[config.mk]
export PLATFORM = sky130hd
export DESIGN_NAME = unified_mem_arbiter
export DESIGN_NICKNAME = d
export VERILOG_FILES = /design/src/rtl/unified_mem_arbiter_pkg.sv /design/src/rtl/unified_mem_arbiter_arb_prio2.sv /design/src/rtl/unified_mem_arbiter.sv
export SDC_FILE = /design/constraint.sdc
export NUM_CORES = 1
export LEC_CHECK = 0
export ABC_AREA = 1
export CAP_MARGIN = 20
export CORE_MARGIN = 8
export CORE_UTILIZATION = 39
export DETAILED_ROUTE_END_ITERATION = 6
export PLACE_DENSITY = 0.82
export SLEW_MARGIN = 20
export SYNTH_ARGS = -nofsm -noshare
export SYNTH_HDL_FRONTEND = slang
export SYNTH_SLANG_ARGS = --single-unit
[constraint.sdc]
create_clock -name clk -period 2.35 [get_ports clk]
set_clock_uncertainty 0.05 [all_clocks]
set_input_delay 0.5875 -clock clk [delete_from_list [all_inputs] [get_ports clk]]
set_output_delay 0.5875 -clock clk [all_outputs]
set_load 0.01 [all_outputs]
[src/rtl/unified_mem_arbiter_pkg.sv]
// Shared encodings for the unified memory arbiter: mode states, read-owner tags
// and the default bus widths used by pipelinedPS.
package unified_mem_arbiter_pkg;

    localparam int DEF_ADDR_WIDTH = 8;
    localparam int DEF_DATA_WIDTH = 16;

    localparam logic [1:0] S_HOST  = 2'd0;
    localparam logic [1:0] S_RUN   = 2'd1;
    localparam logic [1:0] S_DRAIN = 2'd2;

    typedef enum logic [1:0] {
        OWN_NONE = 2'd0,
        OWN_HOST = 2'd1,
        OWN_IM   = 2'd2,
        OWN_DM   = 2'd3
    } owner_t;

endpackage

[src/rtl/unified_mem_arbiter_arb_prio2.sv]
// Two-way dm/im priority picker: data port wins by default, but fetch takes one
// grant after MAX_WAIT consecutive denied cycles.
module arb_prio2
    import unified_mem_arbiter_pkg::*;
#(
    parameter int MAX_WAIT = 4
) (
    input  logic clk,
    input  logic rst,
    input  logic enable,
    input  logic dm_req,
    input  logic im_req,
    output logic dm_win,
    output logic im_win
);

    localparam int WW = $clog2(MAX_WAIT + 1);

    logic [WW-1:0] wait_cnt;
    logic          starved;

    always_comb begin
        starved = (wait_cnt == WW'(MAX_WAIT));
        im_win  = enable & im_req & (starved | ~dm_req);
        dm_win  = enable & dm_req & ~im_win;
    end

    // Counter never passes MAX_WAIT: reaching it forces an im grant, which clears it.
    always_ff @(posedge clk) begin
        if (rst || !enable) begin
            wait_cnt <= '0;
        end else if (im_win) begin
            wait_cnt <= '0;
        end else if (im_req) begin
            wait_cnt <= wait_cnt + WW'(1);
        end
    end

endmodule

[src/rtl/unified_mem_arbiter.sv]
// Shares one single-port synchronous memory between the host loader and the
// pipelinedPS fetch/data ports, and sequences host -> CPU -> drain -> host ownership.
module unified_mem_arbiter
    import unified_mem_arbiter_pkg::*;
#(
    parameter int ADDR_WIDTH = DEF_ADDR_WIDTH,
    parameter int DATA_WIDTH = DEF_DATA_WIDTH,
    parameter int MAX_WAIT   = 4,
    parameter int CNT_WIDTH  = 16
) (
    input  logic                  clk,
    input  logic                  rst,
    input  logic                  go,
    output logic                  cpu_start,
    input  logic                  cpu_stop,
    output logic                  busy,
    input  logic                  host_req,
    input  logic                  host_we,
    input  logic [ADDR_WIDTH-1:0] host_addr,
    input  logic [DATA_WIDTH-1:0] host_wdata,
    output logic                  host_gnt,
    output logic                  host_rvalid,
    output logic [DATA_WIDTH-1:0] host_rdata,
    input  logic                  im_rd,
    input  logic [ADDR_WIDTH-1:0] im_addr,
    output logic                  im_gnt,
    output logic                  im_rvalid,
    output logic [DATA_WIDTH-1:0] im_rdata,
    input  logic                  dm_rd,
    input  logic                  dm_wr,
    input  logic [ADDR_WIDTH-1:0] dm_addr,
    input  logic [DATA_WIDTH-1:0] dm_wdata,
    output logic                  dm_gnt,
    output logic                  dm_rvalid,
    output logic [DATA_WIDTH-1:0] dm_rdata,
    output logic                  mem_en,
    output logic                  mem_we,
    output logic [ADDR_WIDTH-1:0] mem_addr,
    output logic [DATA_WIDTH-1:0] mem_wdata,
    input  logic [DATA_WIDTH-1:0] mem_rdata,
    output logic [CNT_WIDTH-1:0]  conflict_cnt
);

    logic [1:0]            state;
    logic [1:0]            state_nxt;
    owner_t                owner_q;
    owner_t                owner_nxt;
    logic [ADDR_WIDTH-1:0] addr_q;
    logic [DATA_WIDTH-1:0] wdata_q;
    logic                  run;
    logic                  dm_win;
    logic                  im_win;

    assign run  = (state == S_RUN);
    assign busy = (state != S_HOST);

    arb_prio2 #(
        .MAX_WAIT(MAX_WAIT)
    ) u_arb (
        .clk    (clk),
        .rst    (rst),
        .enable (run),
        .dm_req (dm_rd | dm_wr),
        .im_req (im_rd),
        .dm_win (dm_win),
        .im_win (im_win)
    );

    // Grant decode and memory mux; an idle cycle replays the last address/data.
    always_comb begin
        host_gnt  = (state == S_HOST) & host_req;
        dm_gnt    = dm_win;
        im_gnt    = im_win;
        mem_en    = host_gnt | dm_gnt | im_gnt;
        mem_we    = 1'b0;
        mem_addr  = addr_q;
        mem_wdata = wdata_q;
        owner_nxt = OWN_NONE;
        if (host_gnt) begin
            mem_we    = host_we;
            mem_addr  = host_addr;
            mem_wdata = host_wdata;
            owner_nxt = host_we ? OWN_NONE : OWN_HOST;
        end else if (dm_gnt) begin
            mem_we    = dm_wr;
            mem_addr  = dm_addr;
            mem_wdata = dm_wdata;
            owner_nxt = dm_wr ? OWN_NONE : OWN_DM;
        end else if (im_gnt) begin
            mem_addr  = im_addr;
            owner_nxt = OWN_IM;
        end
    end

    always_comb begin
        state_nxt = state;
        case (state)
            S_HOST:  if (go) state_nxt = S_RUN;
            S_RUN:   if (cpu_stop) state_nxt = S_DRAIN;
            S_DRAIN: state_nxt = S_HOST;
            default: state_nxt = S_HOST;
        endcase
    end

    always_ff @(posedge clk) begin
        if (rst) begin
            state        <= S_HOST;
            owner_q      <= OWN_NONE;
            addr_q       <= '0;
            wdata_q      <= '0;
            cpu_start    <= 1'b0;
            conflict_cnt <= '0;
        end else begin
            state     <= state_nxt;
            owner_q   <= owner_nxt;
            addr_q    <= mem_addr;
            wdata_q   <= mem_wdata;
            cpu_start <= (state == S_HOST) & go;
            if (im_rd && !im_gnt && dm_gnt && !(&conflict_cnt)) begin
                conflict_cnt <= conflict_cnt + CNT_WIDTH'(1);
            end
        end
    end

    // Read returns are masked while rst is high so a reset cancels the pending data.
    always_comb begin
        host_rvalid = (owner_q == OWN_HOST) & ~rst;
        im_rvalid   = (owner_q == OWN_IM) & ~rst;
        dm_rvalid   = (owner_q == OWN_DM) & ~rst;
        host_rdata  = host_rvalid ? mem_rdata : '0;
        im_rdata    = im_rvalid ? mem_rdata : '0;
        dm_rdata    = dm_rvalid ? mem_rdata : '0;
    end

endmodule

==> results.py, run 1 <==
metrics = {
    "status": {
        "status": "complete, but fails checks",
        "violations": "setup timing",
    },
    "die": {
        "fp.dieW_um": 106,
        "core-area_mm2": 0.00777,
        "rows": 32,
        "start_util_pct": 40.6,
        "die-area_mm2": 0.0112,
        "die_h_um": 106,
        "ios": 179,
    },
    "cts": {
        "cts_buffer_depth": 2,
        "clkTransAtPathRegs_ns": 0.09,
        "cts-root-buf": "clkbuf_8",
        "cts_buffers": 5,
        "htreeDepth": 2,
        "clkLatencyLatePin_ns": 0.33,
        "cts_tree": "built",
        "clock_sinks": 48,
        "postCtsHoldBufs": 0,
    },
    "layout": {
        "fillers": 324,
        "post-route-util_pct": 90.4,
        "drive_gt1_share_pct": 45.1,
        "finalNetCount": 913,
        "seqCellArea_um2": 965,
        "postLayoutCellArea_mm2": 0.00702,
        "multiInputGateArea_mm2": 0.00243,
        "synthToLayoutAreaGrowth_pct": 123,
    },
    "power_and_ir_drop": {
        "p_per_area_mw_per_mm2": 424,
        "power_switching_uw": 1080,
        "comb_power_share_pct": 49.8,
        "pwr-share-seq_pct": 30.3,
        "swShare_pct": 36.4,
        "power.leakage_uw": 0.00345,
        "clockPowerShare_pct": 20.0,
        "peakVddDrop_mv": 0.328,
        "p_int_uw": 1890,
    },
    "worst_setup_path": {
        "path_class": "flop to output pin",
        "rr_worst_depth": 20,
        "cp_max_fo": 6,
        "crit_arrival_ns": 2.36,
        "worstPathCellList": "inv_2 -> ha_4 -> nand2_4 -> o21ai_4 -> nand2_4 -> buf_12 -> buf_16 -> nand2_1 -> nand3_2 -> nand2_1 -> nand2_1 -> inv_1 -> buf_6",
        "crit_required_ns": 1.71,
        "cp-start-kind": "flop",
        "cp_slowest_stage_delay_ns": 0.34,
        "path_depth": 13,
        "cp_top_family": "simple AND/OR/NAND/NOR gates",
        "crit_slowest_cell": "dfxtp_2",
        "cp_common_cell": "nand2_1",
        "path_buf_inv": 5,
        "cp-end-kind": "output pin",
    },
    "detailed_routing": {
        "dr_total_vias": 5531,
        "dr.pass1.iters": 7,
        "drc": 0,
        "wl_um": 25300,
        "vias_per_cell": 5.93,
        "wl_per_cell_um": 27.1,
        "first_iter_violations": 715,
        "ant_nets": 0,
    },
    "place": {
        "place_congestion": 0.880,
        "postPlaceCellArea_mm2": 0.00542,
        "hpwl_um": 10200,
        "port_buffers": 178,
    },
    "grt": {
        "grt.total_usage_pct": 35.9,
        "grt_max_degree": 23,
        "grt_pass1_wl_um": 31000,
        "grt_overflow": 0,
        "antenna_found_initial": 3,
        "grt_pass1_vias": 5460,
    },
    "timing": {
        "relSlewSlack_pct": 57.9,
        "setup_viol": 39,
        "post-route-period-util_pct": 127,
        "whs_ns": 0.497,
        "setup_tns_ns": -9.51,
        "setup_ws_ns": -0.644,
        "worst_pin_slew_ns": 0.632,
        "report.final.slew_viol_count": 0,
        "rsz0062_at_grt": "true",
        "max_freq_ghz": 0.334,
        "timing.final.crit_period_ns": 2.99,
        "hold_viol_final": 0,
    },
    "synthesis": {
        "synth_ff_type": "dfxtp_1",
        "ys_seq_area_share_pct": 30.5,
        "yosysTopAreaCell": "dfxtp_1",
        "avgSynthCellArea_um2": 6.11,
        "yosys.cell_count.top_type": "nor2_1",
        "yosys.area.top_type_share_pct": 30.5,
        "synth_edf_count": 0,
        "yosysUniqueCellTypes": 32,
        "syn_nets": 600,
        "synthArstFlopShare_pct": 0,
        "yosys_warnings": 0,
        "syn_inst": 516,
        "synth_top_cells_by_count": "105 x nor2_1, 102 x nand2_1, 84 x inv_1",
        "synth_area_leaders": "dfxtp_1 31%, nor2_1 13%, nand2_1 12%",
        "netlist_area_mm2": 0.00315,
        "ys_ff_latch": 48,
    },
    "run": {
        "maxCapViolations": 0,
    },
    "min_path": {
        "worstHoldPathType": "flop to flop",
        "holdPathStages": 2,
    },
}
-- layout make-up --
cell class                 count  share of cell area [%]
timing repair buffer         324                    43.7
multi-input combinational    363                    34.6
sequential                    48                    13.7
inverter                      87                    4.65
tap                          102                    1.82
clock buffer                   7                    1.37
antenna                        2                  0.0713
-- sequential cells by signal (all words and copies together) (netlist names) --
| signal | flops |
|---|---|
| conflict_cnt | 16 |
| wdata_q | 16 |
| addr_q | 8 |
| u_arb.wait_cnt | 3 |
| owner_q | 2 |
| state | 2 |
| cpu_start | 1 |
-- through the flow --
step	setup WS (ns)	instances	power, uW
after floorplan	0.177	516	1220
after global placement	-0.833	832	1690
after detailed placement	-0.876	832	1710
after CTS	-0.0933	932	2590
after global routing	-0.717	933	3040
final	-0.644	933	2970
-- path summary, 6_finish.rpt --
kind | start | slack [ns] | endpoint
worst max-delay path | u_arb.wait_cnt[0] | -0.64 | mem_addr[7]
worst min-delay path | conflict_cnt[3] | 0.50 | conflict_cnt[3]
worst max register to register | u_arb.wait_cnt[0] | -0.39 | wdata_q[14]
worst min register to register | conflict_cnt[3] | 0.50 | conflict_cnt[3]
-- worst reg2reg max path, stage by stage, from the launching register on --
cell and delay [ns]:
dfxtp_2 0.34, inv_2 0.09, ha_4 0.15, nand2_4 0.06, o21ai_4 0.10, nand2_4 0.13, buf_12 0.17, buf_12 0.14
nand2_8 0.11, nand2_2 0.07, nand3_2 0.09, o21ai_4 0.08, buf_4 0.14, buf_4 0.12, buf_4 0.12, buf_4 0.12
buf_4 0.12, buf_4 0.12, buf_4 0.12, buf_4 0.13, nor2_4 0.10
-- cell families (layout without fill, tap and decap cells) --
group,Yosys count,in the layout,share of synthesized area [%]
adder cells (fa/ha/maj),3,3,1.19
XOR/XNOR,6,6,1.67
flip-flops,48,48,30.5
other,0,2,0
buffers and inverters,109,418,14.3
AND/OR/NAND/NOR,310,314,44.4
AO/OA/AOI/OAI,40,40,7.98
-- power by group through the flow --
stage                     combinational (uW)  clock, uW  sequential (uW)
after floorplan                          322          0              894
after global placement                   800          0              894
after CTS                               1160        537              883
final                                   1480        594              900
after global routing                    1520        617              901
after detailed placement                 811          0              896
-- placed cells by master (no fill, tap or decap), drive strengths merged, types with 2 or more instances in the layout --
| master | count |
|---|---|
| diode | 2 |
| xnor2 | 2 |
| dfxtp | 48 |
| nand2 | 117 |
| dlygate4sd2 | 36 |
| bufbuf | 2 |
| ha | 3 |
| nand4 | 4 |
| clkbuf | 22 |
| nand3 | 60 |
| xor2 | 4 |
| a21oi | 17 |
| or2 | 9 |
| clkdlybuf4s15 | 2 |
| inv | 87 |
| clkdlybuf4s50 | 95 |
| o21ai | 22 |
| nor3 | 5 |
| buf | 173 |
| nand3b | 9 |
| nor2 | 110 |
-- routing by layer --
layer / up-vias / routed length [um] / track usage (%)
met4: 4 / 2880 / 33.2
met5: - / 50 / 0
met3: 247 / 2760 / 11.8
met1: 2500 / 7870 / 33.1
li1: 2210 / - / -
met2: 570 / 11700 / 62.0
-- timing repair --
item,in CTS,in global routing
resized for setup,293,121
pin swaps,31,24
buffers inserted,84,15
setup endpoints to repair,77,63
gates cloned,10,2
No activity file was read; power rests on OpenSTA's default activity.
==> run 2, diff against run 1 <==
--- a/config.mk
+++ b/config.mk
@@ -5,10 +5,9 @@
 export SDC_FILE = /design/constraint.sdc
 export NUM_CORES = 1
 export LEC_CHECK = 0
-export ABC_AREA = 1
 export CAP_MARGIN = 20
 export CORE_MARGIN = 8
-export CORE_UTILIZATION = 39
+export CORE_UTILIZATION = 38
 export DETAILED_ROUTE_END_ITERATION = 6
 export PLACE_DENSITY = 0.82
 export SLEW_MARGIN = 20
==> results.py, run 2 <==
metrics = {
    "timing": {
        "timing.final.crit_period_ns": 2.64,
        "report.final.slew_viol_count": 0,
        "rsz0062_at_grt": "true",
        "whs_ns": 0.506,
        "setup_viol": 26,
        "worst_pin_slew_ns": 0.481,
        "setup_ws_ns": -0.291,
        "hold_viol_final": 0,
        "post-route-period-util_pct": 112,
        "max_freq_ghz": 0.379,
        "relSlewSlack_pct": 67.9,
        "setup_tns_ns": -4.69,
    },
    "worst_setup_path": {
        "crit_slowest_cell": "dfxtp_2",
        "cp_max_fo": 5,
        "cp-start-kind": "flop",
        "cp-end-kind": "output pin",
        "crit_arrival_ns": 2.00,
        "cp_slowest_stage_delay_ns": 0.34,
        "crit_required_ns": 1.71,
        "path_class": "flop to output pin",
        "worstPathCellList": "and2b_2 -> nand2_4 -> a31o_4 -> buf_12 -> buf_16 -> buf_6 -> mux2i_4 -> a21oi_2 -> buf_2",
    },
    "synthesis": {
        "synthArstFlopShare_pct": 0,
        "synth_area_leaders": "dfxtp_1 33%, and2_1 10%, mux2i_1 8.6%",
        "yosys.cell_count.top_type": "and2_1",
        "synth_ff_type": "dfxtp_1",
        "synth_top_cells_by_count": "49 x and2_1, 48 x dfxtp_1, 38 x nor2_1",
        "yosysUniqueCellTypes": 45,
        "yosysTopAreaCell": "dfxtp_1",
        "syn_inst": 342,
        "ys_ff_latch": 48,
        "yosys_warnings": 0,
        "netlist_area_mm2": 0.00292,
        "avgSynthCellArea_um2": 8.54,
        "yosys.area.top_type_share_pct": 32.9,
        "syn_nets": 426,
        "synth_edf_count": 0,
        "ys_seq_area_share_pct": 32.9,
    },
    "layout": {
        "largestRegisters": "conflict_cnt: 16 flops, wdata_q: 16 flops, addr_q: 8 flops",
        "mostFrequentLayoutCell": "clkdlybuf4s50_1",
        "synthToLayoutAreaGrowth_pct": 97.1,
        "drive_gt1_share_pct": 33.1,
        "finalNetCount": 672,
        "n_antenna_cell": 0,
        "post-route-util_pct": 75.7,
        "final_cell_mix": "93 x clkdlybuf4s50_1, 63 x buf_4, 54 x dlygate4sd2_1, 49 x and2_1, 42 x dfxtp_1",
    },
    "cts": {
        "cts_tree": "built",
        "clkTransAtPathRegs_ns": 0.09,
        "clock_sinks": 48,
        "cts-root-buf": "clkbuf_8",
        "cts_buffers": 5,
        "htreeDepth": 2,
        "cts_buffer_depth": 2,
        "clkLatencyLatePin_ns": 0.30,
    },
    "die": {
        "ios": 179,
        "rows": 32,
        "core-area_mm2": 0.00761,
        "fp.dieW_um": 104,
        "start_util_pct": 38.4,
        "die-area_mm2": 0.0107,
        "die_h_um": 104,
    },
    "grt": {
        "antenna_found_initial": 0,
        "grt.total_usage_pct": 20.4,
        "grt_pass1_wl_um": 18500,
        "grt_overflow": 0,
        "grt_pass1_vias": 3729,
        "grt_max_degree": 46,
    },
    "place": {
        "port_buffers": 178,
        "place_congestion": 0.812,
        "hpwl_um": 8200,
    },
    "run": {
        "maxCapViolations": 0,
    },
    "detailed_routing": {
        "wl_um": 11600,
        "wl_per_cell_um": 16.7,
        "drc": 0,
        "first_iter_violations": 86,
        "ant_nets": 0,
        "dr.pass1.iters": 4,
        "vias_per_cell": 5.02,
        "dr_total_vias": 3471,
    },
    "min_path": {
        "worstHoldPathType": "flop to flop",
    },
    "status": {
        "violations": "setup timing",
        "status": "complete, but fails checks",
    },
    "power_and_ir_drop": {
        "p_per_area_mw_per_mm2": 410,
        "peakVddDrop_mv": 0.314,
        "power.leakage_uw": 0.00264,
    },
}
-- run 2: cell count changes after synthesis, moves of 18 or more --
cell	previous run	this run
and2_1	0	49
mux2i_1	0	25
nand3_1	60	6
nand2_1	102	7
inv_1	84	6
a21oi_1	8	26
nor2_1	105	38
-- run 2: final timing paths --
kind	start	end	slack [ns]	cells past startpoint
worst max-delay path	state[1]	mem_wdata[0]	-0.29	9
worst min-delay path	conflict_cnt[12]	conflict_cnt[12]	0.51	2
worst max register to register	conflict_cnt[0]	conflict_cnt[13]	0.29	6
worst min register to register	conflict_cnt[12]	conflict_cnt[12]	0.51	2
-- run 2: report_power, final --
group	leakage (uW)	switching (uW)	internal, uW	total, uW
clock	0.0000541	287	315	602
combinational	0.00219	353	515	868
sequential	0.000396	29.9	862	892
total	0.00264	670	1690	2360
-- run 2: final cells by class --
class | instances | area [um^2]
Tap cell | 102 | 128
Inverter | 7 | 31.3
Clock inverter | 3 | 42.5
Fill cell | 572 | 1850
Clock buffer | 5 | 68.8
Sequential cell | 48 | 968
Timing Repair Buffer | 262 | 2420
Multi-Input combinational cell | 264 | 2100
-- run 2: what timing repair did --
action	CTS	global route
pin swaps	19	15
gates resized for setup	229	48
buffers inserted	22	8
cloned	9	0
endpoints found under the setup margin	78	29
hold buffers	0	0
-- run 2: logic make-up (layout without fill, tap and decap cells) --
group                      Yosys count  in the layout  share of synthesized area [%]
muxes                               25             25                           8.57
and+or+nand+nor                    155            155                           32.7
adders and majority gates            3              3                           1.28
DFF                                 48             48                           32.9
AOI/OAI and AO/OA                   65             65                           14.6
buffers and inverters               30            277                           5.18
xor gates and xnor gates            16             16                           4.80
-- run 2: through the flow --
step,setup WS (ns),cells,instance area [um^2],total power [uW]
global placement,-0.888,648,5120,1610
CTS,-0.292,687,5610,2310
global route,-0.366,691,5760,2470
floorplan,0.0215,342,2920,1190
finish,-0.291,691,5760,2360
detailed placement,-0.935,648,5120,1630
-- run 2: critical path, delay by kind of cell (launching register included) --
family / cells / cell delay, ns
buffers and inverters: 4 / 0.51
AO/OA/AOI/OAI: 2 / 0.37
flip-flops: 1 / 0.34
AND/OR/NAND/NOR: 2 / 0.31
multiplexers: 1 / 0.18
-- run 2: per-layer routing --
metal  vias up  wire length [um]  track usage [%]
met5         -                 0                0
met3        12               802             6.07
met1      1622              4670             22.1
met4         0               186             5.79
li1       1685                 -                -
met2       152              5910             37.3
